`config.mk`:
```
export PLATFORM = sky130hd
export DESIGN_NAME = conv_maxpool_sink
export DESIGN_NICKNAME = d
export VERILOG_FILES = /design/src/rtl/conv_maxpool_sink.sv
export SDC_FILE = /design/constraint.sdc
export NUM_CORES = 1
export LEC_CHECK = 0
export BUFFER_PORTS_ARGS = -buffer_cell sky130_fd_sc_hd__buf_4
export CAP_MARGIN = 25
export CORE_ASPECT_RATIO = 0.75
export CORE_UTILIZATION = 30
export DETAILED_ROUTE_END_ITERATION = 8
export PLACE_DENSITY = 0.55
export RECOVER_POWER = 25
export SLEW_MARGIN = 20
export SYNTH_ARGS = -nofsm -noshare
export SYNTH_HDL_FRONTEND = slang
export SYNTH_SLANG_ARGS = --single-unit
```
`constraint.sdc`:
```
create_clock -name clk -period 7.9 [get_ports clk]
set_input_delay 0.395 -clock clk [delete_from_list [all_inputs] [get_ports clk]]
set_output_delay 0.395 -clock clk [all_outputs]
set_load 0.01 [all_outputs]
```
`src/rtl/conv_maxpool_sink.sv`:
```
// conv_maxpool_sink
// Receive end of the convolution result stream. Applies optional ReLU, then
// 2x2 stride-2 max pooling on the fly using a half-row line buffer. Emits
// (R/2)^2 pooled results as single-cycle strobes, then raises a sticky done.
// err flags an in_done level seen while the frame is still incomplete.
module conv_maxpool_sink #(
    parameter int R    = 12,
    parameter int DW   = 13,
    parameter int RELU = 0
) (
    input  logic                 clk,
    input  logic                 rst,
    input  logic signed [DW-1:0] in_data,
    input  logic                 in_en,
    input  logic                 in_done,
    output logic signed [DW-1:0] out_data,
    output logic                 out_en,
    output logic                 done,
    output logic                 err
);

    localparam int HALF = (R / 2 > 0) ? R / 2 : 1;
    localparam int CW   = (R > 1) ? $clog2(R) : 1;
    localparam int LW   = (HALF > 1) ? $clog2(HALF) : 1;
    localparam logic [CW-1:0] LAST = CW'(R - 1);

    typedef enum logic {
        S_RUN,
        S_DONE
    } state_t;

    state_t               r_state;
    logic [CW-1:0]        r_col;
    logic [CW-1:0]        r_row;
    logic signed [DW-1:0] r_hold;
    logic signed [DW-1:0] r_lb [HALF];

    logic                 w_accept;
    logic                 w_last;
    logic [LW-1:0]        w_lbidx;
    logic signed [DW-1:0] w_x;
    logic signed [DW-1:0] w_hx;
    logic signed [DW-1:0] w_lbv;
    logic signed [DW-1:0] w_win;

    assign w_accept = in_en && (r_state == S_RUN);
    assign w_last   = (r_row == LAST) && (r_col == LAST);
    assign w_lbidx  = LW'(r_col >> 1);

    // Preprocess and pooling comparators: horizontal pair, then vertical pair.
    always_comb begin
        w_x   = (RELU != 0 && in_data[DW-1]) ? '0 : in_data;
        w_hx  = (r_hold > w_x) ? r_hold : w_x;
        w_lbv = r_lb[w_lbidx];
        w_win = (w_lbv > w_hx) ? w_lbv : w_hx;
    end

    // Line buffer: even rows store the horizontal max of each column pair.
    always_ff @(posedge clk) begin
        if (w_accept && !r_row[0] && r_col[0]) begin
            r_lb[w_lbidx] <= w_hx;
        end
    end

    // Control FSM, counters and registered outputs.
    always_ff @(posedge clk) begin
        if (rst) begin
            r_state  <= S_RUN;
            r_col    <= '0;
            r_row    <= '0;
            r_hold   <= '0;
            out_data <= '0;
            out_en   <= 1'b0;
            done     <= 1'b0;
            err      <= 1'b0;
        end else begin
            out_en <= 1'b0;
            if (in_done && r_state == S_RUN) begin
                err <= 1'b1;
            end
            case (r_state)
                S_RUN: begin
                    if (in_en) begin
                        if (!r_col[0]) begin
                            r_hold <= w_x;
                        end
                        if (r_row[0] && r_col[0]) begin
                            out_data <= w_win;
                            out_en   <= 1'b1;
                        end
                        if (w_last) begin
                            r_col   <= '0;
                            r_row   <= '0;
                            r_state <= S_DONE;
                            done    <= 1'b1;
                        end else if (r_col == LAST) begin
                            r_col <= '0;
                            r_row <= r_row + 1'b1;
                        end else begin
                            r_col <= r_col + 1'b1;
                        end
                    end
                end
                S_DONE: begin
                    done <= 1'b1;
                end
                default: begin
                    r_state <= S_RUN;
                end
            endcase
        end
    end

endmodule

```
Yosys cells after proc, flatten, opt, wreduce, memory -nomap -nowiden
Memory sizes are Yosys's and may differ from the RTL's. A register that Yosys moved wholly into a read port is not among the register bits.
Cells that the tools add are included.
{ "classes": {"n_addsub": 2, "n_lt_le_gt_ge": 2, "n_eq_ne": 4, "mux": 17, "bitwise": 3, "n_reduce_logical": 14} }
{ "ops": {"columns": ["operator", "n"], "rows": [
  ["greater-than comparator 13 bit", 2],
  ["two-way mux 13 bit", 2],
  ["two-way mux 4 bit", 4],
  ["AND reduction 3 bit", 3],
  ["adder 4 x 1 -> 4 bit, second input constant", 2],
  ["== test 4 bit, second input constant", 2],
  ["two-way mux 1 bit", 8],
  ["logical AND 1 bit", 6],
  ["two-way mux 3 bit", 2],
  ["inequality test 2 bit, second input constant", 2],
  ["AND reduction 2 bit", 2],
  ["NOT 1 bit", 3],
  ["OR reduction 3 bit", 1],
  ["case mux 1 bit (2 select lines)", 1],
  ["nonzero test 2 bit", 1],
  ["zero test 1 bit", 1]
]} }
{ "totals": {"register_bits": 38, "ram_bits": 78, "output_inout_bits": 16, "wordCells": 51, "mem_count": 1} }
{ "memory_table": {"columns": ["name", "depth", "width", "rd", "rd_clocked_by_memory_dff", "write_ports", "line", "rtl"], "rows": [
  ["r_lb", 6, 13, 1, 1, 1, "36", "logic signed [DW-1:0] r_lb [HALF];"]
]} }

Depth between registers and ports, before layout
{ "logic_depth": {"ltp_word": 6, "depth_mapped": 20, "depth_no_buf": 17} }

Worst setup path after synthesis
OpenSTA, ideal clock, no wires.
{ "synth_path": {"kind": "input -> register", "start": "in in_data[12]", "end": "reg out_data[11]", "t_arrival_ps": 3794, "setup_slack_ps": 3992, "path_stages": 18, "path_cell_list": "inv_1 ha_1 buf_4 nand4_2 nor4_2 nor2b_1 mux2i_1 buf_2 o221a_2 inv_1 ha_1 nand4_1 or4_4 o311a_1 a31oi_4 buf_4 o21ai_1 a21o_1"} }
{ "synth_via": {"elab_chain_cells": 4} }
{ "synth_rtl": {"columns": ["element", "line", "rtl"], "rows": [
  ["from (decl)", "13", "input logic signed [DW-1:0] in_data,"],
  ["greater-than comparator 13 bit *", "53", "w_hx = (r_hold > w_x) ? r_hold : w_x;"],
  ["two-way mux 13 bit *", "53", null],
  ["named net w_hx[11]", "42", "logic signed [DW-1:0] w_hx;"],
  ["greater-than comparator 13 bit", "55", "w_win = (w_lbv > w_hx) ? w_lbv : w_hx;"],
  ["two-way mux 13 bit *", "55", null],
  ["to (signal assigned)", "88", "out_data <= w_win;"],
  ["to (decl)", "16", "output logic signed [DW-1:0] out_data,"]
]} }
Mark *: on every way through the listed nets, which the timed path passes. The rest lies on a longest branch.
A chain may end at the register's enable or synchronous reset.

Worst setup path in the final report
{ "layout_path": {"start": "reg r_hold[12]", "end": "reg out_data[12]"} }
{ "layout_via": {"elab_chain_cells": 4} }
{ "layout_rtl": {"columns": ["element", "line", "rtl"], "rows": [
  ["from (decl)", "35", "logic signed [DW-1:0] r_hold;"],
  ["from (signal assigned)", "85", "r_hold <= w_x;"],
  ["greater-than comparator 13 bit", "53", null],
  ["two-way mux 13 bit", "53", null],
  ["named net w_hx[11]", "42", null],
  ["greater-than comparator 13 bit", "55", null],
  ["two-way mux 13 bit", "55", null]
]} }
The timed path passes the listed nets, and every way through them passes these cells.

==> reports/qor.csv <==
metric;value;unit
CP Max Fanout;14;
hpwl dp;9.00;mm
Setup Skew;0.0114;ns
DRT Pass-1 Iters;4;
die width;159;um
DRC viols;0;
die height;120;um
ANT nets after route;0;
peak per-stage delay on the critical path;0.60;ns
Top FF cell, synth;edfxtp_1;
actual slew at the worst max-slew pin;0.958;ns
global-route wire length before repair;20.8;mm
Clock Tree Root;clkbuf_16;
Slew HR;36.0;%
fin crit share;59.3;%
Slew Viols, Final;0;
total clock buffers created by CTS;17;
area grow syn2layout;18.9;%
WL per Instance;16.7;um
HP Class;in -> reg;
postcts setup bufs;0;
critical path type;reg -> reg;
vias in the first global route;4034;
library cells used by synthesis;48;
CP max-delay cell;or4_4;
initial antenna violation count;0;
clk slew on worst S/H paths;0.06;ns
antenna diode count;0;
# hold bufs at CTS;0;
RSZ-0062 raised after global routing;false;
Leakage Power;2.46;nW
startpoint types;flip-flop;
Detailed Route WL;12.8;mm
GRT Residual Overflow;0;
Initial Util;31.1;%
cell count after synthesis;475;
CP most frequent cell;ha_1;
Setup TNS;0;ns
Synth Area per Inst;11.7;um2
# port buffers;32;
Final Hold Fails;0;
crit end category;flip-flop;
setup violators final;0;
H-tree Lvls;4;
Vias per Instance;4.92;
routability congestion estimate;0.870;
asr flop ratio synth;0;%
GRT Util Overall;14.5;%
post-synth net total;520;
share of cells above drive strength 1;16.5;%
Max-Cap Viols;0;
row count;42;
final worst slack;3.21;ns
synthesized cell area;5550;um2
PD cells;251;nW/um2
routed vias;3791;
CP required;8.24;ns
Nets;560;
crit path DAT;5.03;ns
TritonCTS clock tree;built;
fillcell total;1754;
Fmax;213;MHz
Worst-Skew Late Latency;0.41;ns
clock tree buffer depth;2;
PostCTS Resize Cnt;0;
Peak supply drop;0.149;mV
core area;17900;um2
pre-CTS WS;2.78;ns
Clock Sinks;119;
crit-path cells;ha_1 > nand4_2 > nor4_2 > nor2b_1 > mux2i_1 > clkbuf_4 > o221a_2 > inv_1 > ha_1 > nand4_1 > or4_4 > o311a_1 > a31oi_4 > and2_4 > a221o_1;
largest net degree at the start of global routing;27;
drt initial violations;199;
status;completed;
sequential area share after synthesis;57.0;%
Die ar.;19100;um2
io pins;33;
post-synthesis register bit count;119;
synth warn;0;
Post-synth EDFFs;78;
minimum clock period;4.69;ns
==> cell type report <==
type                       instances  area (um2)  share of cell area, %
sequential                       119        3160                   47.9
multi-input combinational        302        2160                   32.8
clock buffer                      23         478                   7.24
tap                              242         303                   4.59
timing repair buffer              42         244                   3.70
clock inverter                     9         124                   1.88
inverter                          33         124                   1.88
==> kinds of logic (layout without fill, tap and decap cells) <==
kind of cell / count (synthesis) / after routing / share of synthesized area [%]
xor gates and xnor gates: 1 / 1 / 0.158
buffers and inverters: 54 / 107 / 4.15
AOI/OAI and AO/OA: 98 / 98 / 12.0
muxes: 30 / 30 / 8.40
DFF: 119 / 119 / 57.0
adders and majority gates: 28 / 28 / 6.31
and+or+nand+nor: 145 / 145 / 12.0
==> worst paths after layout <==
kind | depth (start not counted) | slack (ns) | end | start
min reg2reg | 2 | 0.45 | done$_SDFFE_PP0P_ | done$_SDFFE_PP0P_
min | 3 | 0.22 | err$_SDFFE_PP0P_ | in_done
max | 15 | 3.21 | out_data[12]$_SDFFE_PP0P_ | r_hold[12]$_SDFFE_PP0P_
max reg2reg | 15 | 3.21 | out_data[12]$_SDFFE_PP0P_ | r_hold[12]$_SDFFE_PP0P_
==> cell usage after synthesis, drive strengths merged, types with 3 or more instances <==
cell / instances / area (um2)
ha: 28 / 350
dfxtp: 41 / 821
a221o: 3 / 30.0
nand2b: 3 / 18.8
nand4: 5 / 37.5
mux2i: 14 / 140
mux4: 13 / 293
mux2: 3 / 33.8
a21o: 11 / 82.6
buf: 9 / 61.3
nand3: 5 / 25.0
nor3: 7 / 35.0
o21ai: 18 / 90.1
or3: 15 / 93.8
nand2: 70 / 263
edfxtp: 78 / 2340
clkbuf: 12 / 45.0
o221a: 11 / 124
nor2: 30 / 113
inv: 33 / 124
a21oi: 42 / 221
==> flip-flops by register name, summed over array words and instances (netlist names), named ones only <==
register,count
out_data,13
r_state,1
r_lb,78
err,1
r_row,4
r_hold,13
r_col,4
done,1
out_en,1
==> layout by cell type, fill, tap and decap left out, types with 2 or more instances in the layout <==
cell type / synthesis / layout
a211o_1: 2 / 2
a21o_1: 11 / 11
a21oi_1: 41 / 41
a221o_1: 3 / 3
buf_4: 4 / 22
bufinv_16: 0 / 3
clkbuf_1: 12 / 22
clkbuf_16: 0 / 17
clkbuf_8: 0 / 3
clkinv_2: 0 / 3
clkinvlp_4: 0 / 2
dfxtp_1: 41 / 41
edfxtp_1: 78 / 78
ha_1: 28 / 28
inv_1: 32 / 32
mux2_2: 3 / 3
mux2i_1: 14 / 14
mux4_2: 13 / 13
nand2_1: 70 / 70
nand2b_1: 3 / 3
nand3_1: 5 / 5
nand4_1: 4 / 4
nor2_1: 30 / 30
nor2b_1: 2 / 2
nor3_1: 7 / 6
o21ai_0: 6 / 6
o21ai_1: 12 / 12
o21bai_1: 2 / 2
o221a_2: 11 / 11
or3_1: 15 / 15
==> worst max-delay path, delay by kind of cell, from the launching register on <==
family / cells / cell delay (ns)
compound gates: 4 / 1.03
fa+ha+maj: 2 / 0.74
buf+inv: 2 / 0.35
flops: 1 / 0.35
mux: 1 / 0.31
simple gates: 6 / 1.85
==> metal layers <==
| layer | track usage [%] | part of all wire, % | vias to the layer above |
|---|---|---|---|
| li1 | - | - | 1830 |
| met1 | 17.6 | 47 | 1889 |
| met2 | 24.4 | 49 | 57 |
| met3 | 3.87 | 2.8 | 15 |
| met4 | 6.49 | 1.4 | 0 |
| met5 | 0 | 0 | - |
==> through the flow <==
| stage | instances | cell area (um2) | power [mW] | utilization [%] | hold slack, ns |
|---|---|---|---|---|---|
| CTS | 769 | 6670 | 1.68 | 37.3 | 0.200 |
| floorplan | 475 | 5550 | 0.841 | - | 0.450 |
| global route | 770 | 6600 | 1.73 | 36.9 | 0.230 |
| detailed placement | 737 | 6070 | 0.895 | 34.0 | 0.447 |
| global placement | 736 | 6060 | 0.887 | 33.9 | 0.439 |
| finish | 770 | 6600 | 1.66 | 36.9 | 0.218 |
==> power breakdown <==
part	internal, mW	switching (mW)
clock network	0.518	0.256
registers	0.691	0.00697
logic	0.0684	0.117
total	1.28	0.380
Note: power is estimated with default switching activity, not from simulation.
